[config.mk]
export PLATFORM = sky130hd
export DESIGN_NAME = scan_decoder
export DESIGN_NICKNAME = d
export VERILOG_FILES = /design/src/rtl/scan_decoder.sv
export SDC_FILE = /design/constraint.sdc
export NUM_CORES = 1
export LEC_CHECK = 0
export ABC_AREA = 1
export BUFFER_PORTS_ARGS = -buffer_cell sky130_fd_sc_hd__buf_2
export CAP_MARGIN = 0
export CORE_MARGIN = 2
export CORE_UTILIZATION = 40
export DETAILED_ROUTE_END_ITERATION = 8
export SYNTH_ARGS = -nofsm -noshare
export SYNTH_HDL_FRONTEND = slang
export SYNTH_SLANG_ARGS = --single-unit
[constraint.sdc]
create_clock -name clk -period 1.5 [get_ports clk]
set_input_delay 0.225 -clock clk [delete_from_list [all_inputs] [get_ports clk]]
set_output_delay 0.225 -clock clk [all_outputs]
set_load 0.01 [all_outputs]
[src/rtl/scan_decoder.sv]
// One-hot select driver: holds one line (direct) or walks start..last with wrap and per-line dwell (scan).
// Outputs registered; load shows onehot(address) right after its edge; enable=0 blanks the bus and pauses the scan.
module scan_decoder #(
  parameter int ADDR_WIDTH  = 3,
  parameter int DWELL_WIDTH = 8,
  localparam int N = 1 << ADDR_WIDTH
) (
  input  logic                   clk,
  input  logic                   reset,
  input  logic                   enable,
  input  logic                   load,
  input  logic                   stop,
  input  logic                   mode,
  input  logic [ADDR_WIDTH-1:0]  address,
  input  logic [ADDR_WIDTH-1:0]  scan_last,
  input  logic [DWELL_WIDTH-1:0] dwell,
  output logic [N-1:0]           out,
  output logic [ADDR_WIDTH-1:0]  cur_address,
  output logic                   busy,
  output logic                   wrap
);

  typedef enum logic [1:0] {IDLE = 2'd0, DIRECT = 2'd1, SCAN = 2'd2} state_t;

  state_t                 state_q, state_d;
  logic [ADDR_WIDTH-1:0]  cur_q, cur_d;
  logic [ADDR_WIDTH-1:0]  start_q, start_d;
  logic [ADDR_WIDTH-1:0]  last_q, last_d;
  logic [DWELL_WIDTH-1:0] dwell_q, dwell_d;
  logic [DWELL_WIDTH-1:0] cnt_q, cnt_d;
  logic [N-1:0]           out_q, out_d;
  logic                   busy_q, busy_d;
  logic                   wrap_q, wrap_d;

  always_comb begin
    state_d = state_q;
    cur_d   = cur_q;
    start_d = start_q;
    last_d  = last_q;
    dwell_d = dwell_q;
    cnt_d   = cnt_q;
    wrap_d  = 1'b0;
    if (stop) begin
      state_d = IDLE;
    end else if (load) begin
      start_d = address;
      last_d  = scan_last;
      dwell_d = dwell;
      cur_d   = address;
      cnt_d   = '0;
      state_d = mode ? SCAN : DIRECT;
    end else if (state_q == SCAN && enable) begin
      if (cnt_q == dwell_q) begin
        cnt_d = '0;
        // Address increment wraps naturally past the top line when last < start.
        if (cur_q == last_q) begin
          cur_d  = start_q;
          wrap_d = 1'b1;
        end else begin
          cur_d = cur_q + 1'b1;
        end
      end else begin
        cnt_d = cnt_q + 1'b1;
      end
    end
    busy_d = (state_d != IDLE);
    out_d  = (busy_d && enable) ? ({{(N-1){1'b0}}, 1'b1} << cur_d) : '0;
  end

  always_ff @(posedge clk) begin
    if (reset) begin
      state_q <= IDLE;
      cur_q   <= '0;
      start_q <= '0;
      last_q  <= '0;
      dwell_q <= '0;
      cnt_q   <= '0;
      out_q   <= '0;
      busy_q  <= 1'b0;
      wrap_q  <= 1'b0;
    end else begin
      state_q <= state_d;
      cur_q   <= cur_d;
      start_q <= start_d;
      last_q  <= last_d;
      dwell_q <= dwell_d;
      cnt_q   <= cnt_d;
      out_q   <= out_d;
      busy_q  <= busy_d;
      wrap_q  <= wrap_d;
    end
  end

  assign out         = out_q;
  assign cur_address = cur_q;
  assign busy        = busy_q;
  assign wrap        = wrap_q;

endmodule

* Yosys cells after proc, flatten, opt, wreduce, memory -nomap -nowiden
Index checks and enable logic that the tools add are counted.
** Word-level totals
- Word-level logic and storage cells :: 39
- Output and inout port bits :: 13
- Memory bits (writable) :: 0
- Bits in registers :: 37
- Bits in read-only memories :: 0
- Latch bits :: 0
- Memories kept :: 0
- Input bits :: 20
** Cells by class
- Bitwise logic cells :: 4
- Reductions and logical operators :: 8
- Magnitude comparators :: 0
- Mux-type cells :: 12
- Equality and inequality tests :: 3
- Add/sub/neg operators :: 2
- Div/mod/pow operators :: 0
- Multiply operators :: 0
- Shift operators :: 1
** Operators by type and width (number)
- 8-bit two-way mux :: 3
- 3-bit two-way mux :: 5
- 8-bit by 1-bit adder with 8-bit output, second input constant :: 1
- 8-bit == test :: 1
- 1-bit by 3-bit << shifter with 8-bit output, first input constant :: 1
- 2-bit two-way mux :: 3
- 5-bit OR reduction :: 1
- 1-bit inverter :: 4
- 2-bit AND reduction :: 2
- 2-bit nonzero test :: 2
- 3-bit by 1-bit adder with 3-bit output, second input constant :: 1
- 3-bit == test :: 1
- 2-bit == test, second input constant :: 1
- 1-bit logical AND :: 2
- 2-bit OR reduction :: 1
- 1-bit two-way mux :: 1

* Depth between registers and ports, before layout
Gate-level depths: netlist of the first run.
- Depth after elaboration :: 7
- Depth in mapped cells :: 13
- Mapped depth without buffers :: 13

* Worst setup path before layout of the first run
OpenSTA, ideal clock, no wires.
- Path kind :: reg2reg
- Start point :: reg cur_q[1], in the netlist cur_address[1]
- End point :: reg out_q[3], in the netlist out[3]
- Buffers on the path :: 0
- Period minus slack after synthesis :: 1365 ps
- Data required time :: 1383 ps
- Setup time :: 117 ps
- Slack :: 135 ps
- Stages on the path, launching flop included :: 11
- Arrival :: 1248 ps
- Cells stage by stage :: dfxtp_1 > xnor2_1 > nand3_1 > nand2_1 > nand2_1 > nand3_1 > nand3_1 > nand2_2 > inv_2 > nand2_1 > nor2_1
** Between the ends
- Longest elaborated chain between the ends :: 7
- Elaborated cells between the ends (all ways) :: 8
- Classes of those cells :: 1 x add/sub; 1 x eq/ne; 1 x shift; 5 x mux
** Ends and longest elaborated chain
- start, declared :: RTL line 26 : logic [ADDR_WIDTH-1:0] cur_q, cur_d;
- start signal, assigned :: RTL line 83 : cur_q <= cur_d;
- 3-bit by 1-bit adder with 3-bit output or 3-bit == test (tied branches) :: RTL line 60, 56
- 3-bit two-way mux :: RTL line 56 : if (cur_q == last_q) begin
- 3-bit two-way mux :: RTL line 53 : if (cnt_q == dwell_q) begin
- 3-bit two-way mux :: RTL line 52 : end else if (state_q == SCAN && enable) begin
- 3-bit two-way mux :: RTL line 45 : end else if (load) begin
- 3-bit two-way mux * :: RTL line 43 : if (stop) begin
- 1-bit by 3-bit << shifter with 8-bit output * :: RTL line 67 : out_d = (busy_d && enable) ? ({{(N-1){1'b0}}, 1'b1} << cur_d) : '0;
- end signal, assigned :: RTL line 88 : out_q <= out_d;
- end, declared :: RTL line 31 : logic [N-1:0] out_q, out_d;
Every way passes the cells marked *; elsewhere a longest branch is shown, timed or not.
A chain may end at the register's enable or synchronous reset.

* Final worst setup path of the first run
- Start point :: reg cnt_q[1]
- End point :: reg out_q[5], in the netlist out[5]
** Between the ends
- Longest elaborated chain between the ends :: 6
** Ends and longest elaborated chain
- start, declared :: RTL line 30 : logic [DWELL_WIDTH-1:0] cnt_q, cnt_d;
- start signal, assigned :: RTL line 87 : cnt_q <= cnt_d;
- 8-bit == test :: RTL line 53
- 3-bit two-way mux :: RTL line 53
- 3-bit two-way mux :: RTL line 52
- 3-bit two-way mux :: RTL line 45
- 3-bit two-way mux :: RTL line 43
- 1-bit by 3-bit << shifter with 8-bit output :: RTL line 67
No other way between the ends.

==> metrics.txt, run 1 <==
status=completed; kind of critical path=flop to flop; FF+latch area=774 um2; Max Cap Viol=0; Hold Path End=last_q[1]; FF-to-FF path depth=11; f_max=0.698 GHz; Slew HR=0.735; Multi-input gate area=991 um2; RSZ-0062 raised after global routing=true; worst skew pair latency=290 ps; CTS H-tree depth=2; largest net degree at the start of global routing=21; DR WL/cell=11.6 um; Clock Skew=4.49 ps; # IOs=33; Routed Antenna Nets=0; fill cell count=437; Total Routing Usage GR=0.176; Initial DRC Count=44; Clock power frac=0.417; Hold Crit Depth=3; CORE AREA=4290 um2; switch share=0.259; Req. time, crit path=1730 ps; vias in the first global route=1513; LEAKAGE=1.09 nW; ant diodes=0; combinational share of power=0.160; Crit. End Element=flop; syn_nets=278; via count=1699; total net switching power=0.000641 W; Seq cells post-synth=37; Routed WL=4160 um; Clk pin slew, worst setup/hold paths=80 ps; IO Port Bufs=32; fraction of layout cells with a size suffix above 1=0.435; Remaining Overflow, GRT=0; Pwr Density=1030 nW/um2; # nets final=329; P_int=0.00184 W; Peak supply drop=0.000567 V; DP Wirelength=2940 um; Die Y=70.3 um; synthesized area=1760 um2; Die X=70.3 um; post-route clock period utilization=0.954; Placed Instances=347; register share of total power=0.423; DR vias/cell=4.72; final setup TNS=0 ps; Hold Crit Class=input pin to flop; cells after synthesis=256; first-pass GRT wire length=6820 um; min-delay src=scan_last[1]; CTS tree=yes; synthesized area per cell=6.86 um2; Setup-failing EPs final=0; Root Driver=clkbuf_8; Yosys cell types=25; clk buf depth=2; critical path fanouts, max=6; R2R Setup Slk=70 ps; initial core utilization=0.409; worst slew pin tran=396 ps; initial antenna violation count=0; row cnt=24; placement-stage cell area=2050 um2; startpoint types=flop; Design Area, Final=2400 um2; clk sinks=37; final non-filler cell total=360; drt first pass iters=6; die area=4940 um2; Critical R2R Capture=out[5]; CTS buffer count=5; Final Power=0.00248 W; Final Hold Fails=0; Yosys warnings=0; reg2reg start=cnt_q[1]; sequential share of the synthesized area=0.422; RD Place Congestion=0.801; crit path DAT=1660 ps; Synth-to-Final Area Change=36.8%; DRC violations left=0; Max Slew Vio Count=0; min cycle time layout=1430 ps
[through the flow]
stage / hold WS (ps) / utilization / setup slack (ps)
after floorplan: 304 / - / 135
after global placement: 453 / 0.478 / -112
after detailed placement: 455 / 0.478 / -67.0
after CTS: 174 / 0.511 / 1.50
after global routing: 187 / 0.559 / -37.1
final: 167 / 0.559 / 68.3
[logic make-up (layout without fill, tap and decap cells)]
| family | count (synthesis) | after routing | synth area share |
|---|---|---|---|
| fa+ha+maj | 2 | 2 | 0.0142 |
| buf+inv | 45 | 97 | 0.0962 |
| simple gates | 132 | 132 | 0.321 |
| compound gates | 35 | 35 | 0.123 |
| flops | 37 | 37 | 0.422 |
| xor+xnor | 5 | 5 | 0.0249 |
[flip-flops by register name, summed over array words and instances (netlist names)]
signal,cells
wrap,1
state_q,2
dwell_q,8
cnt_q,8
start_q,3
last_q,3
busy,1
out,8
cur_address,3
[worst max-delay path, stage by stage (launching register included)]
cell and delay, ps:
dfxtp_4 370, inv_2 70, nand2_1 50, nand2_1 50, nand2_1 70, nor2_2 160
nand3_4 110, nand2_1 90, nand3_2 110, nand2_2 90, nand2_2 70, nor2_1 130
[cells in the mapped netlist]
cell type | number | area (um2)
nand2_1 | 70 | 263
dfxtp_1 | 37 | 741
inv_1 | 34 | 128
nor2_1 | 32 | 120
nand3_1 | 14 | 70.1
a21oi_1 | 12 | 60.1
a211oi_1 | 11 | 82.6
inv_2 | 6 | 22.5
clkbuf_1 | 5 | 18.8
nand2_2 | 5 | 31.3
o21ai_0 | 5 | 25.0
xnor2_1 | 4 | 35.0
nor2_2 | 3 | 18.8
ha_1 | 2 | 25.0
nand3_2 | 2 | 20.0
nand4_1 | 2 | 12.5
nor3_1 | 2 | 10.0
o21ai_1 | 2 | 10.0
o22ai_1 | 2 | 12.5
a21boi_0 | 1 | 7.51
a21oi_2 | 1 | 8.76
nor2_4 | 1 | 11.3
nor4_1 | 1 | 6.26
o21ai_2 | 1 | 8.76
xor2_1 | 1 | 8.76
[power groups by stage]
stage          sequential (W)  clock, W  combinational, W
2_1_floorplan         0.00107         0          0.000214
3_3_place_gp          0.00107         0          0.000319
3_5_place_dp          0.00107         0          0.000321
4_1_cts               0.00105   0.00105          0.000325
5_1_grt               0.00105   0.00110          0.000448
6_report              0.00105   0.00103          0.000397
[layer usage]
metal  part of all wire  wire (um)  global-route usage
met3              0.044        182              0.0447
met2               0.44       1810               0.255
met5                  0          0                   0
met1               0.50       2100               0.252
met4              0.016         67              0.0641
[layout make-up]
| class | count | share of cell area |
|---|---|---|
| tap | 52 | 0.0271 |
| clock inverter | 3 | 0.0271 |
| inverter | 40 | 0.0625 |
| clock buffer | 5 | 0.0286 |
| timing repair buffer | 49 | 0.120 |
| sequential | 37 | 0.322 |
| multi-input combinational | 174 | 0.413 |
[repair_timing]
| item | 4_1_cts | 5_1_grt |
|---|---|---|
| hold buffers | 0 | 0 |
| resized for setup | 4 | 66 |
| pin swaps | 0 | 23 |
| endpoints found under the setup margin | 8 | 16 |
| setup buffers | 0 | 5 |
[cells in the final DEF (no fill, tap or decap), drive strengths merged, types with 5 or more instances in the layout]
master | synthesis | routed
a211oi | 11 | 11
a21oi | 13 | 13
buf | 0 | 49
clkbuf | 5 | 5
dfxtp | 37 | 37
inv | 40 | 40
nand2 | 75 | 75
nand3 | 16 | 16
nor2 | 36 | 36
o21ai | 8 | 8
[worst max-delay path by stage]
| stage | depth (start not counted) | to | slack (ps) | from |
|---|---|---|---|---|
| floorplan | 10 | out[3] | 130 | cur_address[1] |
| global placement | 7 | out[0] | -110 | cur_address[1] |
| detailed placement | 7 | out[3] | -70 | cur_address[1] |
| CTS | 7 | out[3] | 2 | cur_address[1] |
| global route | 13 | out[3] | -40 | cnt_q[5] |
| finish | 11 | out[5] | 70 | cnt_q[1] |
(Power assumes the default switching activity.)
==> run 2: changes to the inputs <==
Settings changed: GPL_ROUTABILITY_DRIVEN from default to 0, PLACE_DENSITY_LB_ADDON from default to 0.1.
==> run 2 against run 1 <==
  * Fmax down 0.45%
  * Die area unchanged
  * Core utilization is 0.55 points lower
  * Via count is 0.77% lower
  * Combinational power about the same
  * Hold slack improved by 26 ps
  * Power is 14% lower
  * Worst setup slack worse by 6.5 ps
  * Sequential cell count unchanged
  * Non-clock buffer count increased by 1
  * Register-to-register slack is essentially flat
  * Sequential power is essentially flat
==> metrics.txt, run 2 (synthesis results as in run 1) <==
status=completed; min-delay src=stop; Root Driver=clkbuf_8; Clock Skew=7.58 ps; row cnt=24; CORE AREA=4290 um2; crit path DAT=1660 ps; largest net degree at the start of global routing=16; Peak supply drop=0.000564 V; Routed Antenna Nets=0; post-route clock period utilization=0.959; Setup-failing EPs final=0; Crit. End Element=flop; Slew HR=0.690; IO Port Bufs=32; Hold Crit Class=input pin to flop; Req. time, crit path=1720 ps; Die X=70.3 um; via count=1686; # nets final=330; # IOs=33; Hold Path End=state_q[0]; final core occ=0.554; final non-filler cell total=361; first-pass GRT wire length=6620 um; drt first pass iters=4; Multi-input gate area=1010 um2; clk buf depth=2; die area=4940 um2; Final Hold Fails=0; Initial DRC Count=51; Design Area, Final=2380 um2; initial core utilization=0.409; Max Slew Vio Count=0; CTS tree=yes; commonest non-fill, non-tap cell in the layout=nand2_1; Remaining Overflow, GRT=0; Die Y=70.3 um; initial antenna violation count=0; clk sinks=37; RSZ-0062 raised after global routing=true; DRC violations left=0; LEAKAGE=1.09 nW; Pwr Density=891 nW/um2; worst slew pin tran=463 ps; DR vias/cell=4.67; R2R Setup Slk=60 ps; ant diodes=0; Max Cap Viol=0; most frequent cells in the layout=nand2_1, buf_2, nor2_1, inv_1, nand2_2; CTS H-tree depth=2; placement-stage cell area=2050 um2; fill cell count=439; FF-to-FF path depth=11; Clk pin slew, worst setup/hold paths=70 ps; final setup TNS=0 ps; f_max=0.695 GHz; fraction of layout cells with a size suffix above 1=0.443; Placed Instances=347; FF+latch area=772 um2; Synth-to-Final Area Change=35.4%; hold_buf cts=0; min cycle time layout=1440 ps; Total Routing Usage GR=0.168; DR WL/cell=10.9 um; Final Power=0.00212 W; reg2reg start=cnt_q[3]; startpoint types=flop; vias in the first global route=1534; worst skew pair latency=290 ps; Critical R2R Capture=cur_address[0]; DP Wirelength=2880 um; Hold Crit Depth=2; critical path fanouts, max=4; Routed WL=3940 um; kind of critical path=flop to flop; CTS buffer count=5
==> run 2: power by group <==
group	switching [W]	total, W	internal (W)
Combinational	0.000236	0.000397	0.000161
Sequential	0.0000318	0.00105	0.00102
Clock	0.000351	0.000673	0.000322
Total	0.000620	0.00212	0.00150
==> run 2: worst max-delay path: stages, from the launching register on <==
cell     delay (ps)
dfxtp_4         370
buf_6           110
nand2_2          50
nand2_2          50
nor2_2          110
nand2_2          80
nor2_4          130
nand3_2          80
nand3_2         100
nand2_4          70
buf_4           130
nor2_1           80
==> run 2: worst max path at each step <==
stage / start / end / slack, ps / cells after the start
floorplan: cur_address[1] / out[3] / 130 / 10
global placement: cur_address[1] / out[1] / -60 / 7
detailed placement: cur_address[1] / out[0] / -70 / 7
CTS: cnt_q[1] / out[0] / 2 / 10
global route: cnt_q[6] / out[1] / -30 / 13
finish: cnt_q[3] / cur_address[0] / 60 / 11
==> run 2: metrics by stage <==
stage,hold WS (ps),worst slack [ps]
floorplan,304,135
global placement,452,-59.0
detailed placement,462,-69.7
CTS,188,1.70
global route,204,-33.7
finish,193,61.9
==> run 2: metal layers <==
layer  part of all wire  routed length, um  GRT usage
met4              0.012                 49     0.0577
met2               0.42               1660      0.254
met1               0.52               2040      0.236
met5                  0                  0          0
met3              0.050                199     0.0404
==> run 2: layout make-up <==
type                       instances  share of cell area
clock buffer                       6              0.0305
multi-input combinational        174               0.423
tap                               52              0.0274
clock inverter                     2             0.00421
timing repair buffer              50               0.127
sequential                        37               0.325
inverter                          40              0.0631
==> run 2: timing repair <==
action | CTS | global route
gates resized for setup | 2 | 74
pin swaps | 0 | 27
gates cloned | 0 | 0
endpoints found under the setup margin | 8 | 16
buffers inserted | 0 | 6
endpoints found under the hold margin | 0 | 0
